### src/rtl/collision_detector.sv
// -----------------------------------------------------------------------------
// collision_detector
//
// Checks the dinosaur bounding box against up to NUM_OBS obstacle boxes once
// per qualifying animation frame. On a qualifying strobe in RUN, the dino box
// and every obstacle slot are captured into registers. The block then walks the
// slots one per clock. The first strict overlap ends the game. A clean walk
// through all slots bumps the survived-frame score. After reset or restart, a
// grace window of GRACE_FRAMES qualifying strobes passes with no checking.
//
// Parameters
//   NUM_OBS       obstacle slots scanned per frame (1..8)
//   GRACE_FRAMES  qualifying strobes ignored after reset/restart (0..255)
//   SCORE_W       score counter width
//
// Ports
//   i_clk, i_rst          clock, synchronous active-high reset
//   i_ani_stb, i_animate  frame strobe and its qualifier
//   i_restart             leave OVER, re-enter GRACE
//   i_dino_*              dino box edges (12-bit unsigned)
//   i_obs_*               obstacle edges, slot k at bits [12k+11:12k]
//   i_obs_valid           per-slot presence
//   o_hit                 one-cycle pulse on the game-ending collision
//   o_game_over           level, high while the game is over
//   o_score               survived frames, saturating
//   o_busy                high while the slot scan is in progress
// -----------------------------------------------------------------------------
module collision_detector #(
  parameter int NUM_OBS      = 3,
  parameter int GRACE_FRAMES = 60,
  parameter int SCORE_W      = 16
) (
  input  logic                   i_clk,
  input  logic                   i_rst,
  input  logic                   i_ani_stb,
  input  logic                   i_animate,
  input  logic                   i_restart,
  input  logic [11:0]            i_dino_x1,
  input  logic [11:0]            i_dino_x2,
  input  logic [11:0]            i_dino_y1,
  input  logic [11:0]            i_dino_y2,
  input  logic [12*NUM_OBS-1:0]  i_obs_x1,
  input  logic [12*NUM_OBS-1:0]  i_obs_x2,
  input  logic [12*NUM_OBS-1:0]  i_obs_y1,
  input  logic [12*NUM_OBS-1:0]  i_obs_y2,
  input  logic [NUM_OBS-1:0]     i_obs_valid,
  output logic                   o_hit,
  output logic                   o_game_over,
  output logic [SCORE_W-1:0]     o_score,
  output logic                   o_busy
);

  localparam int         IDX_W      = (NUM_OBS > 1) ? $clog2(NUM_OBS) : 1;
  localparam logic [7:0] GRACE_INIT = 8'(GRACE_FRAMES);

  typedef enum logic [1:0] {
    ST_GRACE,
    ST_RUN,
    ST_SCAN,
    ST_OVER
  } state_t;

  state_t             state_reg;
  logic [7:0]         grace_cnt_reg;
  logic [IDX_W-1:0]   idx_reg;

  // Frame snapshot: isolates the scan from input changes after the strobe.
  logic [11:0]           dx1_reg, dx2_reg, dy1_reg, dy2_reg;
  logic [12*NUM_OBS-1:0] ox1_reg, ox2_reg, oy1_reg, oy2_reg;
  logic [NUM_OBS-1:0]    ovalid_reg;

  logic                  qual_stb;
  logic                  last_slot;
  logic                  capture;
  logic [NUM_OBS-1:0]    overlap;

  assign qual_stb  = i_ani_stb && i_animate;
  assign last_slot = (idx_reg == IDX_W'(NUM_OBS - 1));
  assign capture   = (state_reg == ST_RUN) && qual_stb;

  // Per-slot strict overlap on the snapshot. Touching edges do not collide;
  // an absent slot never collides. The scan just picks one bit per clock.
  generate
    for (genvar gi = 0; gi < NUM_OBS; gi++) begin : g_overlap
      assign overlap[gi] = ovalid_reg[gi]
                        && (dx1_reg < ox2_reg[12*gi +: 12])
                        && (ox1_reg[12*gi +: 12] < dx2_reg)
                        && (dy1_reg < oy2_reg[12*gi +: 12])
                        && (oy1_reg[12*gi +: 12] < dy2_reg);
    end
  endgenerate

  // Snapshot data needs no reset; it is only read in SCAN, which is always
  // entered through a capture.
  always_ff @(posedge i_clk) begin
    if (!i_rst && capture) begin
      dx1_reg    <= i_dino_x1;
      dx2_reg    <= i_dino_x2;
      dy1_reg    <= i_dino_y1;
      dy2_reg    <= i_dino_y2;
      ox1_reg    <= i_obs_x1;
      ox2_reg    <= i_obs_x2;
      oy1_reg    <= i_obs_y1;
      oy2_reg    <= i_obs_y2;
      ovalid_reg <= i_obs_valid;
    end
  end

  always_ff @(posedge i_clk) begin
    if (i_rst) begin
      state_reg     <= ST_GRACE;
      grace_cnt_reg <= GRACE_INIT;
      idx_reg       <= '0;
      o_hit         <= 1'b0;
      o_game_over   <= 1'b0;
      o_score       <= '0;
      o_busy        <= 1'b0;
    end else begin
      o_hit <= 1'b0;
      case (state_reg)
        ST_GRACE: begin
          // A zero count (GRACE_FRAMES=0) leaves on the first clock.
          if (grace_cnt_reg == 8'd0) begin
            state_reg <= ST_RUN;
          end else if (qual_stb) begin
            grace_cnt_reg <= grace_cnt_reg - 1'b1;
            if (grace_cnt_reg == 8'd1) begin
              state_reg <= ST_RUN;
            end
          end
        end

        ST_RUN: begin
          if (qual_stb) begin
            idx_reg   <= '0;
            o_busy    <= 1'b1;
            state_reg <= ST_SCAN;
          end
        end

        ST_SCAN: begin
          if (overlap[idx_reg]) begin
            o_hit       <= 1'b1;
            o_game_over <= 1'b1;
            o_busy      <= 1'b0;
            state_reg   <= ST_OVER;
          end else if (last_slot) begin
            o_busy    <= 1'b0;
            state_reg <= ST_RUN;
            if (!(&o_score)) begin
              o_score <= o_score + 1'b1;
            end
          end else begin
            idx_reg <= idx_reg + 1'b1;
          end
        end

        ST_OVER: begin
          if (i_restart) begin
            o_game_over   <= 1'b0;
            o_score       <= '0;
            grace_cnt_reg <= GRACE_INIT;
            state_reg     <= ST_GRACE;
          end
        end

        default: begin
          state_reg <= ST_GRACE;
        end
      endcase
    end
  end

endmodule

### config.mk
export PLATFORM = sky130hd
export DESIGN_NAME = collision_detector
export DESIGN_NICKNAME = d
export VERILOG_FILES = /design/src/rtl/collision_detector.sv
export SDC_FILE = /design/constraint.sdc
export NUM_CORES = 1
export LEC_CHECK = 0
export CAP_MARGIN = 0
export CORE_MARGIN = 1.5
export CORE_UTILIZATION = 52
export DETAILED_ROUTE_END_ITERATION = 7
export PLACE_DENSITY = 0.82
export SYNTH_ARGS = -nofsm -noshare
export SYNTH_HDL_FRONTEND = slang
export SYNTH_SLANG_ARGS = --single-unit
### constraint.sdc
create_clock -name i_clk -period 11.7 [get_ports i_clk]
set_clock_uncertainty 0.15 [all_clocks]
set_input_delay 1.17 -clock i_clk [delete_from_list [all_inputs] [get_ports i_clk]]
set_output_delay 1.17 -clock i_clk [all_outputs]
set_load 0.01 [all_outputs]
* Word level (Yosys, flattened, before mapping) *
Cells that the tools add are included.

word-level totals
  register bits = 226
  logic and storage cells = 110

cells by class
  $add $sub $neg = 3
  order comparisons = 13
  equal/unequal tests = 17
  muxes and demuxes = 31
  bitwise gates (word level) = 1
  reduce and logical (&&, ||, !) cells = 29

operator list
  operator                 number
  $lt A12 B12 Y1           12
  $mux W16                 4
  $pmux W16 S2             1
  $mux W8                  3
  $mux W2                  10
  $ne A2 B2 Y1 const B     9
  $add A16 B1 Y16 const B  1
  $pmux W8 S2              1
  $reduce_and A16 Y1       1
  $logic_and A1 B1 Y1      15
  $reduce_and A5 Y1        2
  $ne A3 B3 Y1 const B     3
  $eq A8 B1 Y1 const B     1
  $logic_not A8 Y1         1
  $pmux W2 S4              1
  $reduce_and A4 Y1        2
  $sub A8 B1 Y8 const B    1
  $mux W1                  7
  $eq A2 B2 Y1 const B     3
  $reduce_and A3 Y1        2
  $reduce_bool A2 Y1       3
  $pmux W1 S2              2
  $pmux W2 S2              1
  $lt A2 B3 Y1 const B     1
  other kinds (7)          7

* Longest topological paths before layout *
Gate-level depths: netlist of the first run.

  depth after elaboration = 9
  gate-level depth with buffers = 11
  gate-level depth less buffers = 10

* Worst setup path before layout of the first run *
No wires, ideal clock.

  kind = input-to-reg
  from = input i_ani_stb
  to = register dx1_reg[0] (enable)
  library setup time = 0.753 ns
  arrival time = 9.541 ns
  setup slack = 1.255 ns
  cell stages on the path = 3
  path buffers = 0
  path through = nand3_1 nand2b_1 nor2_1

on the way
  longest elaborated chain between the ends = 3

ends and longest elaborated chain
  item                  RTL line  source
  from (decl)           35        input logic i_ani_stb,
  $logic_and A1 B1 Y1   77        assign qual_stb = i_ani_stb && i_animate;
  $logic_and A1 B1 Y1   79        assign capture = (state_reg == ST_RUN) && qual_stb;
  $logic_and A1 B1 Y1   96        if (!i_rst && capture) begin
  to (signal assigned)  97        dx1_reg <= i_dino_x1;
  to (decl)             68        logic [11:0] dx1_reg, dx2_reg, dy1_reg, dy2_reg;

No other way between the ends.
A chain may end at the register's enable or synchronous reset.

* Final worst setup path of the first run *
  from = input i_ani_stb
  to = register dx1_reg[10] (enable)

Same word-level chain as after synthesis.

==> results.md, run 1 <==
* Initial Utilization at 52.9%
* CP bufs+invs at 3
* Die height at 146 um
* Die W at 146 um
* Pins over their slew limit at 0
* Max Cap Viol at 0
* Sequential element share of the synthesized area at 60.5%
* CP startpoint kind: primary input
* Wire length on met3 at 1760 um
* Hold_buf cts at 0
* Post-synthesis cell count at 815
* Synthesized area at 0.0107 mm^2
* Count leader, synth: edfxtp_1
* Max VDD drop at 0.105 mV
* Yosys cell types at 68
* Initial DRC Count at 393
* Crit-path max cell delay at 970 ps
* Yosys reg bits at 226
* IO Count at 219
* Num rows at 52
* CTS sink count at 226
* Mapped Nets at 1152
* Relative max-transition margin at 27.3%
* Final #Nets at 1395
* Number of synthesis warnings at 0
* Number of fill cells at 1374
* R2R setup slack at 7620 ps
* Clock network power share at 43.5%
* Area Overhead vs Synth at 30.7%
* CTS HTree Levels at 1
* Fmax at 0.216 GHz
* Highest routed layer: met4
* Seq pwr share at 51.6%
* DR WL met2 at 12200 um
* Wl on met1 at 9370 um
* Tot GR Track Use at 23.2%
* # DRC at 0
* Clock tree from TritonCTS: yes
* Setup WS pre-CTS at 6490 ps
* Net switching power at 331 uW
* Worst-Skew Late Latency at 540 ps
* Initial antenna violation count at 2
* Post-synth top cells: edfxtp_1, ha_1, inv_1
* R2R Path End: dx1_reg[10]$_DFFE_PP_
* Critical path fanouts, max at 88
* Net Sw Frac at 19.5%
* Setup crit start: i_ani_stb
* Die area at 0.0215 mm^2
* R2R Path Start: state_reg[0]$_SDFFE_PP0P_
* Worst path required time at 11690 ps
* Vias/cell at 5.45
* Largest net degree at the start of global routing at 89
* Inserted Clock Buffers at 25
* Worst EP arrival at 4610 ps
* Min cycle time layout at 4630 ps
* Crit path cell chain: clkdlybuf4s50_1 > nand3_1 > nand2b_1 > nor2_4 > buf_4 > buf_4
* Final cycle utilization of the critical path at 39.5%
* Crit end category: register
* GPL Wtd Cong at 0.852
* Slowest CP cell: buf_4
* Layout cells sized above 1 at 5.76%
* Most used cell, CP: buf_4
* Status: finished clean
* Vias at 7348
* Post-detail-place hpwl at 18900 um
* TNS Setup at 0 ps
* Unrepaired setup endpoints after global routing: false
* Core Area at 0.0202 mm^2
* First-pass GRT wire length at 38000 um
* Power Density at 121 mW/mm^2
* Worst setup path endpoint: dx1_reg[10]$_DFFE_PP_
* FFs w/ async S/R, synth at 0%
* Reg2Reg Depth at 5
* Setup WS post-layout at 7070 ps
* Hold crit path type: reg -> reg
* Biggest area consumer among synthesized cells: edfxtp_1
* # setup viols final at 0
* P_int at 1370 uW
* Mean Syn Cell Area at 13.1 um^2
* Port buffer count at 218
* Clk slew on worst S/H paths at 50 ps
* Top_reg_cell synth: edfxtp_1
* Top cells by area, synth: edfxtp_1, ha_1, dfxtp_1
* Number of post-CTS setup repair buffers at 0
* Post-DRT Antenna Nets at 0
* Endpoints failing hold at 0
* Top cell type's share of synthesized area at 54.7%
* WL/cell at 18.2 um
* EDFF count, synth at 195
* Tightest Pin Transition at 1090 ps
* Max clock buf depth at 3
* Pre-antenna DRT Iters at 5
* Gr ovfl total at 0
* Pleak at 0.00547 uW
* CP Depth at 6
* Total Wirelength at 24500 um
* Vias in the first global route at 7586
* Top delay family on crit path: buffers and inverters
* Setup CP Type: in -> reg
* Post-CTS Resized at 0
* CTS Root Cell: clkbuf_16
* Combinational share of power at 4.9%
layer usage:
layer / up-vias / GRT usage (%)
met1: 3464 / 26.9
met5: - / 0
met3: 64 / 5.03
met4: 0 / 11.5
li1: 3538 / -
met2: 282 / 40.5
final cells by class:
type                    instances  area [um^2]  share of cell area [%]
clock inverters                11         88.8                   0.635
well taps                     270          338                    2.42
diodes                          1         2.50                  0.0179
flip-flops and latches        226         6480                    46.3
clock buffers                  35          683                    4.88
multi-input cells             481         3810                    27.2
repair buffers                220         2200                    15.7
inverters                     104          390                    2.79
power groups by stage:
stage	clock network (uW)	registers [uW]	logic, uW
global placement	0	893	81.7
CTS	752	876	82.8
floorplan	0	894	8.65
detailed placement	0	893	82.3
global route	784	876	87.2
finish	740	876	82.5
worst min-delay path by stage:
stage	cells after the start	endpoint	start	slack [ps]
floorplan	2	grace_cnt_reg[7]$_SDFFE_PP0P_	grace_cnt_reg[7]$_SDFFE_PP0P_	300
global placement	1	o_game_over$_SDFFE_PP0P_	o_game_over$_SDFFE_PP0P_	280
detailed placement	1	o_game_over$_SDFFE_PP0P_	o_game_over$_SDFFE_PP0P_	300
CTS	1	o_game_over$_SDFFE_PP0P_	o_game_over$_SDFFE_PP0P_	330
global route	1	o_game_over$_SDFFE_PP0P_	o_game_over$_SDFFE_PP0P_	340
finish	1	o_game_over$_SDFFE_PP0P_	o_game_over$_SDFFE_PP0P_	320
stage by stage:
step	cell area (um^2)	utilization, %	std cells	hold slack (ps)	power [uW]
after floorplan	10700	-	815	303	902
final	14000	69.1	1348	324	1700
after CTS	14000	69.1	1347	329	1710
after global placement	13200	65.3	1301	283	975
after detailed placement	13200	65.3	1301	299	976
after global routing	14000	69.1	1348	341	1750
cells by family (layout without fill, tap and decap cells):
family,Yosys count,after routing,synth area share [%]
flip-flops,226,226,60.5
AND/OR/NAND/NOR,182,182,8.57
AO/OA/AOI/OAI,155,155,10.4
adder cells (fa/ha/maj),137,137,16.0
buffers and inverters,108,370,3.96
XOR/XNOR,6,6,0.491
multiplexers,1,1,0.105
other,0,1,0
cell usage in the layout (no fill, tap or decap), drive strengths merged, types with 6 or more instances in the layout:
master,n
clkdlybuf4s50,218
edfxtp,195
ha,137
inv,105
nand2,51
nor2,44
a21oi,40
clkbuf,35
dfxtp,31
o21ai,24
nand3,19
nand4,19
a21o,11
nand2b,10
o22a,10
clkinv,9
a211o,8
o21a,8
and3,8
nor3,7
o211ai,7
o22ai,6
a211oi,6
nor4,6
or3,6
Power figures use the tool's default switching activity.
==> run 2, diff against run 1 <==
clock period = 4.28 ns   (was 11.7 ns; I/O delays follow)
==> results.md, run 2 (same netlist as run 1, synthesis figures left out) <==
* Status: finished clean
* Critical path fanouts, max at 14 (-84%)
* Hold Path End: ox1_reg[17]$_DFFE_PP_
* Die area at 0.0215 mm^2 (unchanged)
* Most frequent cells in the layout: clkdlybuf4s50_1, edfxtp_1, ha_1
* Hold_buf cts at 0 (unchanged)
* Top delay family on crit path: compound AO/OA/AOI/OAI gates
* First-pass GRT wire length at 38600 um (+1.5%)
* CTS HTree Levels at 1 (unchanged)
* R2R Path End: o_score[8]$_SDFFE_PP0P_
* Post-CTS Resized at 0 (unchanged)
* Most common cell after layout, fill and taps aside: clkdlybuf4s50_1
* Reg2Reg Depth at 10 (+5)
* CTS Root Cell: clkbuf_16
* HP Start: i_obs_x1[17]
* Hold path cells at 1 (unchanged)
* Pleak at 0.00551 uW (+0.72%)
* Final core utilization at 69.7% (+0.57 points)
* Hold crit path type: in -> reg
* Inserted Clock Buffers at 24 (-4.0%)
* M1 GR Usage at 26.6% (-0.29 points)
* Final #Nets at 1398 (+0.22%)
* Port buffer count at 218 (unchanged)
* Vias at 7356 (+0.11%)
* Initial antenna violation count at 1 (-1)
* Multi-input logic area at 0.00382 mm^2 (+0.20%)
* Die height at 146 um (unchanged)
* WL/cell at 18.3 um (+0.57%)
* Most used cell, CP: a211oi_1
* Sequential cell area at 0.00648 mm^2 (unchanged)
* Tightest Pin Transition at 627 ps (-464 ps)
* Initial DRC Count at 323 (-18%)
* Number of post-CTS setup repair buffers at 0 (unchanged)
* # DRC at 0 (unchanged)
* Post-detail-place hpwl at 19300 um (+2.3%)
* Clk slew on worst S/H paths at 60 ps (about the same)
* Max VDD drop at 0.429 mV (+310%)
* Setup CP Type: reg -> reg
* Die W at 146 um (unchanged)
* Total Wirelength at 24700 um (+0.72%)
* Met2 GRT Util at 40.9% (+0.40 points)
* IO Count at 219 (unchanged)
* Endpoints failing hold at 0 (unchanged)
* Worst-Skew Late Latency at 540 ps (about the same)
* GPL Wtd Cong at 0.863 (+1.3%)
* Min cycle time layout at 3110 ps
* Fmax at 0.321 GHz
* Clock tree from TritonCTS: yes
* Post-DRT Antenna Nets at 0 (unchanged)
* TNS Setup at 0 ps (unchanged)
* Gr ovfl total at 0 (unchanged)
* Worst EP arrival at 3380 ps (-1230 ps)
* Unrepaired setup endpoints after global routing: false
* Final cycle utilization of the critical path at 72.7%
* Relative max-transition margin at 57.7% (+30 points)
* Pre-antenna DRT Iters at 5 (unchanged)
* Power Density at 334 mW/mm^2 (+170%)
* Tot GR Track Use at 23.3% (+0.19 points)
* Initial Utilization at 52.9% (unchanged)
* Vias/cell at 5.45 (about the same)
* CTS sink count at 226 (unchanged)
* CP startpoint kind: register
* Core Area at 0.0202 mm^2 (unchanged)
* Max clock buf depth at 3 (unchanged)
* Crit-path max cell delay at 560 ps (-410 ps)
* Area Overhead vs Synth at 31.7%
* Pins over their slew limit at 0 (unchanged)
* Worst path required time at 4540 ps (-7150 ps)
* GR Util met3 at 7.59% (+2.6 points)
* Max Cap Viol at 0 (unchanged)
* CP bufs+invs at 1 (-2)
* R2R Path Start: dy2_reg[2]$_DFFE_PP_
* Number of fill cells at 1331 (-3.1%)
* Crit path cell chain: inv_1 > ha_1 > a211oi_1 > o21ai_0 > a211oi_1 > a2bb2oi_1 > a311oi_1 > o211ai_2 > nor3_1 > a211o_1
* Num rows at 52 (unchanged)
* Vias in the first global route at 7598 (+0.16%)
* Layout cells sized above 1 at 6.95% (+1.2 points)
* R2R setup slack at 1170 ps (-6450 ps)
* Crit end category: register
* Largest net degree at the start of global routing at 49 (-45%)
* Slowest CP cell: a211oi_1
* # setup viols final at 0 (unchanged)
* Global route hottest layer: met2
[run 2: worst reg2reg max path, stage by stage (launching register included)]
cell and delay (ps):
edfxtp_1 360, inv_1 110, ha_1 250, a211oi_1 240, o21ai_0 140, a211oi_1 560
a2bb2oi_1 380, a311oi_1 160, o211ai_2 280, nor3_1 90, a211o_1 280
[run 2: cell type report]
class | instances | share of cell area, %
clock buffer | 25 | 4.29
inverter | 104 | 2.77
multi-input combinational | 481 | 27.1
clock inverter | 19 | 1.47
timing repair buffer | 224 | 16.1
tap | 270 | 2.40
antenna | 1 | 0.0177
sequential | 226 | 45.9
[run 2: how the worst max path moves through the flow]
stage	start	end	slack (ps)	cells after the start
finish	dy2_reg[2]$_DFFE_PP_	o_score[8]$_SDFFE_PP0P_	1170	10
global placement	dx1_reg[5]$_DFFE_PP_	o_score[8]$_SDFFE_PP0P_	1250	8
CTS	dx1_reg[5]$_DFFE_PP_	o_score[8]$_SDFFE_PP0P_	1170	8
detailed placement	dx1_reg[5]$_DFFE_PP_	o_score[8]$_SDFFE_PP0P_	1180	8
floorplan	state_reg[0]$_SDFFE_PP0P_	dx1_reg[0]$_DFFE_PP_	40	4
global route	dy2_reg[2]$_DFFE_PP_	o_score[8]$_SDFFE_PP0P_	950	9
[run 2: metrics by stage]
| step | setup slack (ps) | area (um^2) | total power [uW] | cells | hold WS (ps) |
|---|---|---|---|---|---|
| floorplan | 42.0 | 10700 | 2470 | 815 | 303 |
| global placement | 1250 | 13300 | 2660 | 1305 | 287 |
| detailed placement | 1180 | 13300 | 2660 | 1305 | 312 |
| CTS | 1170 | 14100 | 4740 | 1349 | 273 |
| global route | 948 | 14100 | 4840 | 1350 | 271 |
| finish | 1170 | 14100 | 4710 | 1350 | 290 |
[run 2: layer usage]
layer  wire length (um)  vias to the layer above
met1               9110                     3444
met5                  0                        -
li1                   -                     3552
met2              12400                      307
met3               2300                       53
met4                871                        0
[run 2: power breakdown]
part           internal (uW)  switching (uW)
combinational            169            51.2
clock                   1220             870
sequential              2390            3.82
==> run 3, diff against run 2 <==
clock period = 3.09 ns   (was 4.28 ns; I/O delays follow)
==> results.md, run 3 (same netlist as run 1, synthesis figures left out) <==
* Seq pwr share at 50.9% (about the same)
* Final cycle utilization of the critical path at 97.6% (+25 points)
* Post-DRT Antenna Nets at 0 (unchanged)
* Final core utilization at 70.9% (+1.2 points)
* Most frequent cells in the layout: clkdlybuf4s50_1, edfxtp_1, ha_1
* Net switching power at 1220 uW (+32%)
* Max Cap Viol at 0 (unchanged)
* Crit path cell chain: buf_4 > ha_4 > a21oi_2 > o22ai_1 > or4_4 > a2111oi_4 > nand4_4 > o211ai_4 > buf_4 > nor3_1 > a211o_1
* Inserted Clock Buffers at 25 (+4.2%)
* CTS sink count at 226 (unchanged)
* Reg2Reg Depth at 11 (+1)
* Highest routed layer: met4
* Die W at 146 um (unchanged)
* Pleak at 0.00561 uW (+1.8%)
* DR WL met2 at 12500 um (+0.77%)
* # DRC at 0 (unchanged)
* R2R Path End: o_score[8]$_SDFFE_PP0P_
* Pins over their slew limit at 0 (unchanged)
* Status: finished clean
* HP Start: i_dino_y2[1]
* Hold path cells at 1 (unchanged)
* Pre-antenna DRT Iters at 5 (unchanged)
* Final #Nets at 1413 (+1.1%)
* Post-Layout Inst Area at 0.0143 mm^2 (+1.7%)
* Vias/cell at 5.41 (-0.67%)
* Combinational share of power at 4.7% (about the same)
* Area Overhead vs Synth at 34.0%
* Largest net degree at the start of global routing at 101 (+110%)
* Vias at 7388 (+0.44%)
* Post-detail-place hpwl at 18800 um (-2.9%)
* Tot GR Track Use at 23.1% (-0.23 points)
* Max clock buf depth at 3 (unchanged)
* First-pass GRT wire length at 38500 um (-0.34%)
* Num rows at 52 (unchanged)
* R2R Path Start: dx1_reg[9]$_DFFE_PP_
* Die height at 146 um (unchanged)
* Initial Utilization at 52.9% (unchanged)
* R2R setup slack at 70 ps (-1090 ps)
* Port buffer count at 218 (unchanged)
* Clock tree from TritonCTS: yes
* Crit-path max cell delay at 560 ps (about the same)
* CTS Root Cell: clkbuf_16
* Core Area at 0.0202 mm^2 (unchanged)
* Placed inst area at 0.0133 mm^2 (about the same)
* Min cycle time layout at 3020 ps (-95.9 ps)
* Worst path required time at 3340 ps (-1200 ps)
* Fmax at 0.331 GHz (+3.2%)
* Clk slew on worst S/H paths at 60 ps (about the same)
* Most common cell after layout, fill and taps aside: clkdlybuf4s50_1
* Hold Path End: dy2_reg[1]$_DFFE_PP_
* Initial DRC Count at 396 (+23%)
* CP startpoint kind: register
* P_int at 5310 uW (+40%)
* Clock network power share at 44.4% (about the same)
* Relative max-transition margin at 49.5% (-8.2 points)
* Layout cells sized above 1 at 9.96% (+3.0 points)
* Power Density at 455 mW/mm^2 (+36%)
* GPL Wtd Cong at 0.838 (-2.9%)
* Worst hold margin at 201 ps (-89.7 ps)
* # setup viols final at 0 (unchanged)
* Worst-Skew Late Latency at 510 ps (-30 ps)
* Die area at 0.0215 mm^2 (unchanged)
* WL/cell at 18.3 um (about the same)
* Slowest CP cell: or4_4
* IO Count at 219 (unchanged)
* Wire length on met3 at 2060 um (-10%)
* Gr ovfl total at 0 (unchanged)
* CTS HTree Levels at 1 (unchanged)
* Crit end category: register
* Wl on met1 at 9660 um (+6.0%)
* Vias in the first global route at 7607 (+0.12%)
* Worst EP arrival at 3270 ps (-110 ps)
* Net Sw Frac at 18.7% (-0.98 points)
* Endpoints failing hold at 0 (unchanged)
* Tightest Pin Transition at 755 ps (+128 ps)
* Max VDD drop at 0.447 mV (+4.0%)
* Critical path fanouts, max at 6 (-8)
* Setup CP Type: reg -> reg
* Most used cell, CP: buf_4
* Initial antenna violation count at 1 (unchanged)
* Total Wirelength at 25000 um (+1.2%)
* Hold crit path type: in -> reg
[run 3: changes by cell type in the layout (fill, tap and decap cells not counted), moves of 3 or more]
cell / change
a21oi_1: -4
clkinvlp_4: -6
inv_2: +4
a21oi_2: +4
ha_1: -4
buf_4: +11
inv_1: -4
nor4_2: +3
nor4_1: -3
clkbuf_1: +5
ha_4: +4
[run 3: metrics by stage]
| step | setup WS (ps) | TNS, ps | power, uW | instances |
|---|---|---|---|---|
| final | 72.7 | 0 | 6520 | 1365 |
| after global routing | -34.3 | -159 | 6720 | 1365 |
| after CTS | 37.0 | 0 | 6570 | 1352 |
| after detailed placement | 53.5 | 0 | 3690 | 1307 |
| after global placement | 94.4 | 0 | 3690 | 1307 |
| after floorplan | -1070 | -208510 | 3420 | 815 |
[run 3: repair_timing]
| item | CTS | global route |
|---|---|---|
| gates resized for setup | 0 | 27 |
| hold buffers | 0 | 0 |
| endpoints found under the setup margin | 0 | 19 |
| setup buffers | 0 | 10 |
[run 3: per-layer routing]
metal  global-route usage [%]  vias up
met2                     40.4      270
met1                     27.4     3479
met3                     6.47       53
li1                         -     3586
met5                        0        -
met4                     7.83        0
[run 3: worst max-delay path, delay by kind of cell, from the launching register on]
family	cells	cell delay (ps)
buffers and inverters	2	340
adders and majority gates	1	210
DFF	1	380
and+or+nand+nor	3	800
AOI/OAI and AO/OA	5	1040
[run 3: power by group through the flow]
| stage | logic [uW] | registers (uW) | clock network [uW] |
|---|---|---|---|
| after floorplan | 33.1 | 3380 | 0 |
| after global placement | 303 | 3380 | 0 |
| after detailed placement | 307 | 3380 | 0 |
| after CTS | 309 | 3320 | 2940 |
| after global routing | 326 | 3320 | 3080 |
| final | 309 | 3320 | 2900 |
[run 3: final cells by class]
| class | instances | area [um^2] |
|---|---|---|
| fillers | 1358 | 5890 |
| inverters | 104 | 390 |
| clock buffers | 32 | 662 |
| clock inverters | 13 | 140 |
| well taps | 270 | 338 |
| diodes | 1 | 2.50 |
| repair buffers | 236 | 2350 |
| flip-flops and latches | 226 | 6480 |
| multi-input cells | 483 | 3990 |
[run 3: worst max path at each step]
stage | start | end | slack, ps | cells past startpoint
after floorplan | state_reg[0]$_SDFFE_PP0P_ | dx1_reg[0]$_DFFE_PP_ | -1070 | 4
after global placement | dx1_reg[11]$_DFFE_PP_ | o_score[8]$_SDFFE_PP0P_ | 90 | 10
after detailed placement | dy1_reg[9]$_DFFE_PP_ | o_busy$_SDFFE_PP0P_ | 50 | 10
after CTS | dy1_reg[9]$_DFFE_PP_ | o_busy$_SDFFE_PP0P_ | 40 | 10
after global routing | dx1_reg[9]$_DFFE_PP_ | o_score[8]$_SDFFE_PP0P_ | -30 | 11
final | dx1_reg[9]$_DFFE_PP_ | o_score[8]$_SDFFE_PP0P_ | 70 | 11
